--- src/rtl/noc_pkg.sv ---
// Shared NoC types: flit type encoding, arbiter state and the flit-type decode helper.
package noc_pkg;

    localparam int unsigned FLIT_TYPE_W = 2;

    typedef enum logic [FLIT_TYPE_W-1:0] {
        BODY   = 2'b00,
        HEAD   = 2'b01,
        TAIL   = 2'b10,
        SINGLE = 2'b11
    } flit_type_e;

    typedef enum logic {
        IDLE   = 1'b0,
        LOCKED = 1'b1
    } arb_state_e;

    // Caller hands over the flit's top FLIT_TYPE_W bits, keeping this independent of flit width.
    function automatic flit_type_e flit_type(input logic [FLIT_TYPE_W-1:0] flit_top);
        return flit_type_e'(flit_top);
    endfunction

endpackage

--- src/rtl/noc_rr_pick.sv ---
// Combinational round-robin pick: first request strictly after ptr, wrapping modulo NUM_IN.
module noc_rr_pick #(
    parameter int unsigned NUM_IN = 5,
    parameter int unsigned GID_W  = $clog2(NUM_IN)
) (
    input  logic [NUM_IN-1:0] req,
    input  logic [GID_W-1:0]  ptr,
    output logic [NUM_IN-1:0] grant,
    output logic [GID_W-1:0]  idx,
    output logic              found
);

    logic [GID_W-1:0] cand;

    always_comb begin
        grant = '0;
        idx   = '0;
        found = 1'b0;
        cand  = ptr;
        for (int unsigned k = 0; k < NUM_IN; k++) begin
            // Explicit wrap so non-power-of-2 NUM_IN never visits an unused index.
            cand = (cand >= GID_W'(NUM_IN - 1)) ? '0 : cand + GID_W'(1);
            if (!found && req[cand]) begin
                found = 1'b1;
                idx   = cand;
            end
        end
        grant[idx] = found;
    end

endmodule

--- src/rtl/noc_output_arbiter.sv ---
// Wormhole output arbiter: round-robin packet grant over show-ahead input FIFOs,
// lock held head-to-tail, registered valid/ready flit output.
module noc_output_arbiter
    import noc_pkg::*;
#(
    parameter int unsigned NUM_IN     = 5,
    parameter int unsigned DATA_WIDTH = 64,
    parameter int unsigned GID_W      = $clog2(NUM_IN)
) (
    input  logic                         clk,
    input  logic                         rst,
    input  logic [NUM_IN-1:0]            in_empty,
    input  logic [NUM_IN*DATA_WIDTH-1:0] in_dout,
    output logic [NUM_IN-1:0]            in_rd_en,
    output logic                         out_valid,
    input  logic                         out_ready,
    output logic [DATA_WIDTH-1:0]        out_flit,
    output logic [GID_W-1:0]             grant_id,
    output logic                         busy,
    output logic                         proto_err
);

    arb_state_e state, state_next;
    logic [GID_W-1:0] last_grant;

    logic [DATA_WIDTH-1:0] head  [NUM_IN];
    flit_type_e            ftype [NUM_IN];
    logic [NUM_IN-1:0]     elig;
    logic [NUM_IN-1:0]     bad_idle;

    logic [NUM_IN-1:0] pick_grant;
    logic [GID_W-1:0]  pick_idx;
    logic              pick_found;

    logic             ld_ok;
    logic             load;
    logic [GID_W-1:0] sel;
    logic             err;
    logic             locked_avail;
    flit_type_e       locked_type;

    // Per-input head decode: eligibility to start a packet and idle-time framing errors.
    for (genvar i = 0; i < NUM_IN; i++) begin : g_dec
        assign head[i]     = in_dout[i*DATA_WIDTH +: DATA_WIDTH];
        assign ftype[i]    = flit_type(head[i][DATA_WIDTH-1 -: FLIT_TYPE_W]);
        assign elig[i]     = !in_empty[i] && (ftype[i] == HEAD || ftype[i] == SINGLE);
        assign bad_idle[i] = !in_empty[i] && (ftype[i] == BODY || ftype[i] == TAIL);
    end

    noc_rr_pick #(
        .NUM_IN (NUM_IN),
        .GID_W  (GID_W)
    ) u_pick (
        .req   (elig),
        .ptr   (last_grant),
        .grant (pick_grant),
        .idx   (pick_idx),
        .found (pick_found)
    );

    assign ld_ok        = !out_valid || out_ready;
    assign locked_avail = !in_empty[grant_id];
    assign locked_type  = ftype[grant_id];
    assign busy         = (state == LOCKED);

    always_ff @(posedge clk) begin
        if (rst) begin
            state <= IDLE;
        end else begin
            state <= state_next;
        end
    end

    always_comb begin
        state_next = state;
        case (state)
            IDLE: begin
                if (pick_found && ld_ok && ftype[pick_idx] == HEAD) begin
                    state_next = LOCKED;
                end
            end
            LOCKED: begin
                if (locked_avail && ld_ok && locked_type == TAIL) begin
                    state_next = IDLE;
                end
            end
            default: state_next = IDLE;
        endcase
    end

    // Pop/load decode; pop is combinational because the FIFOs are show-ahead.
    always_comb begin
        in_rd_en = '0;
        load     = 1'b0;
        sel      = grant_id;
        err      = 1'b0;
        if (!rst) begin
            case (state)
                IDLE: begin
                    err = |bad_idle;
                    if (pick_found && ld_ok) begin
                        in_rd_en = pick_grant;
                        load     = 1'b1;
                        sel      = pick_idx;
                    end
                end
                LOCKED: begin
                    if (locked_avail) begin
                        err = (locked_type == HEAD || locked_type == SINGLE);
                        if (ld_ok) begin
                            in_rd_en[grant_id] = 1'b1;
                            load               = 1'b1;
                        end
                    end
                end
                default: ;
            endcase
        end
    end

    always_ff @(posedge clk) begin
        if (rst) begin
            out_valid  <= 1'b0;
            out_flit   <= '0;
            grant_id   <= '0;
            last_grant <= GID_W'(NUM_IN - 1);
            proto_err  <= 1'b0;
        end else begin
            if (ld_ok) begin
                out_valid <= load;
                if (load) begin
                    out_flit <= head[sel];
                end
            end
            if (load && state == IDLE) begin
                last_grant <= sel;
                grant_id   <= sel;
            end
            if (err) begin
                proto_err <= 1'b1;
            end
        end
    end

endmodule

--- config.mk ---
export PLATFORM = sky130hd
export DESIGN_NAME = noc_output_arbiter
export DESIGN_NICKNAME = d
export VERILOG_FILES = /design/src/rtl/noc_pkg.sv /design/src/rtl/noc_rr_pick.sv /design/src/rtl/noc_output_arbiter.sv
export SDC_FILE = /design/constraint.sdc
export NUM_CORES = 1
export LEC_CHECK = 0
export BUFFER_PORTS_ARGS = -buffer_cell sky130_fd_sc_hd__buf_2
export CAP_MARGIN = 20
export CORE_AREA = 2 2 156 158
export DETAILED_ROUTE_END_ITERATION = 10
export DIE_AREA = 0 0 158 160
export PLACE_DENSITY = 0.63
export SLEW_MARGIN = 15
export SYNTH_ARGS = -nofsm -noshare
export SYNTH_HDL_FRONTEND = slang
export SYNTH_SLANG_ARGS = --single-unit
--- constraint.sdc ---
create_clock -name clk -period 15.3 [get_ports clk]
set_clock_uncertainty 0.1 [all_clocks]
set_input_delay 1.53 -clock clk [delete_from_list [all_inputs] [get_ports clk]]
set_output_delay 1.53 -clock clk [all_outputs]
set_load 0.01 [all_outputs]
==> flow_summary.ini <==
[clock_tree]
cts_buffer_depth = 2
cts_tree = done
htree_levels = 3
clkTransAtPathRegs_ps = 60
numClockSinks = 71
clk_latency_ps = 330
cts_root_buffer = clkbuf_16
ctsHoldBuffers = 0
cts_resized = 0
cts_inserted_buffers = 9
cts_setup_buffers = 0

[sta]
finalSetupTns_ps = 0
hold_viol = 0
finalCritPeriodShare_pct = 51.8
tightest_slew_ps = 1060
fin_crit_ps = 7920
setup_violations = 0
max_freq_mhz = 126
slew_headroom_pct = 29.3
slew_viol_final = 0
rsz0062_at_grt = false

[synth]
syn_area_sq_um = 6040
ys_types = 67
synth_nets = 986
avgSynthCellArea_sq_um = 9.27
synth_warnings = 0
ys_ff_latch = 71
synth-edff-count = 0
synth_seq_area_share_pct = 23.5
synth_ff_type = dfxtp_1
synthArstFlopShare_pct = 0
syn-instance-count = 652

[die]
die_x_um = 158
fp-row-count = 57
initial_core_util_pct = 25.4
die_h_um = 160
dieArea_sq_um = 25300
core_area_sq_um = 23800
io_pins = 403

[placed_design]
numPortBuffers = 402
gp_congestion = 0.854
numPlacedInstances = 1321
dpl.hpwl_um = 18600

[grt]
grt_max_degree = 84
grt_overflow = 0
antenna_found_initial = 2
grt_pass1_vias = 6644
grt_usage_pct = 18.1
grt_pass1_wl_um = 36100

[setup_path]
cp.arrival_ps = 6290
worstSetupEndpointType = output port
required_ps = 13670
crit_type = reg2out
rr_worst_depth = 23
cp_max_fo = 16
start_kind = flip-flop

[cells_and_area]
final_nets = 1342
nFillCells = 2548
final_common_cell = buf_2
layout_common_cells = buf_2 (402), nor2_1 (91), dfxtp_1 (71)
fin_util_pct = 35.7
layout-drive-gt1-share_pct = 52.1
area_delta_synth_final_pct = 40.6
stdcell_count = 1339

[run_status]
status = finished, final reports clean

[route]
vias_per_cell = 5.17
drc = 0
routed_wl_um = 23800
drt_pre_antenna_iters = 9
vias = 6924
post_drt_wl_per_cell_um = 17.7
drt_iter0_drc = 549
ant_nets = 0

[job]
drv_cap = 0

[pwr]
p_leak_uw = 0.00398
powerDensity_nw_per_um2 = 259
ir_drop_mv = 0.178

[worst_hold_path]
hp-class = reg2reg
whs_path_depth = 2
## cell families (layout without fill, tap and decap cells)
logic type,Yosys count,count (layout),share of synthesized area (%)
adder cells (fa/ha/maj),6,6,1.24
flip-flops,71,71,23.5
AO/OA/AOI/OAI,204,204,28.0
multiplexers,134,134,27.8
other,0,2,0
buffers and inverters,76,437,6.63
AND/OR/NAND/NOR,161,161,12.9
## Yosys cell counts, types with 9 or more instances
cell | count | area share [%]
a211oi_1 | 66 | 8.2
a21oi_1 | 12 | 0.99
a222oi_1 | 64 | 11
buf_2 | 14 | 1.2
buf_4 | 10 | 1.2
clkbuf_1 | 32 | 2.0
dfxtp_1 | 71 | 24
mux2_1 | 48 | 8.9
mux2_2 | 34 | 6.3
mux2_4 | 47 | 12
nand2_1 | 11 | 0.68
nand3_1 | 9 | 0.75
nor2_1 | 91 | 5.7
## power by group
group / switching (uW) / internal, uW
Clock: 86.2 / 115
Sequential: 40.6 / 251
Combinational: 943 / 768
## worst paths after layout
| path | start | endpoint | slack [ps] |
|---|---|---|---|
| min | out_flit[25]$_SDFFE_PP0P_ | out_flit[25]$_SDFFE_PP0P_ | 390 |
| max | grant_id[0]$_SDFFE_PP0P_ | in_rd_en[0] | 7380 |
| max reg2reg | grant_id[0]$_SDFFE_PP0P_ | out_flit[12]$_SDFFE_PP0P_ | 7940 |
| min reg2reg | out_flit[25]$_SDFFE_PP0P_ | out_flit[25]$_SDFFE_PP0P_ | 390 |
## sequential cells by signal, indices dropped and copies added (netlist names)
name and flops:
busy 1, grant_id 3, last_grant 1, out_flit 64, out_valid 1, proto_err 1
## area by class of cell
class                           instances  area, sq um  share of cell area, %
Multi-Input combinational cell        505         4270                   50.3
Timing Repair Buffer                  409         2060                   24.3
Sequential cell                        71         1420                   16.7
Tap cell                              324          405                   4.77
Clock buffer                           10          239                   2.81
Inverter                               12         45.0                  0.530
Clock inverter                          6         43.8                  0.515
Antenna cell                            2         5.00                 0.0589
## worst max-delay path, cell delays in order, from the launching register on
cell       delay, ps
dfxtp_1          710
inv_2            200
ha_1             390
nand2_1          140
inv_1             60
ha_1             340
nand2_1           80
inv_1             50
ha_1             310
and2_1           160
ha_1             350
inv_1             80
o22ai_1          300
ha_1             340
a2111oi_4        310
o22ai_1          140
a211o_1          330
a311o_1          320
a32oi_1          850
nor2_1           110
a22oi_1          200
nor2_1            50
buf_2            170
## routing by layer
layer / wire, um / global-route usage, % / vias to the layer above / share of wire (%)
li1: - / - / 3330 / -
met1: 9880 / 23.0 / 3243 / 42
met2: 11900 / 30.9 / 325 / 50
met3: 1620 / 3.55 / 26 / 6.8
met4: 418 / 5.16 / 0 / 1.8
met5: 0 / 0 / - / 0
## metrics by stage
step / power [uW] / hold slack (ps) / instance area [sq um] / worst slack, ps
floorplan: 1670 / 402 / 6040 / 8870
finish: 2200 / 394 / 8500 / 7380
CTS: 2220 / 396 / 8490 / 7360
global placement: 1990 / 355 / 8210 / 7880
detailed placement: 2000 / 383 / 8210 / 7730
global route: 2400 / 416 / 8500 / 6780
Power figures use the tool's default switching activity.
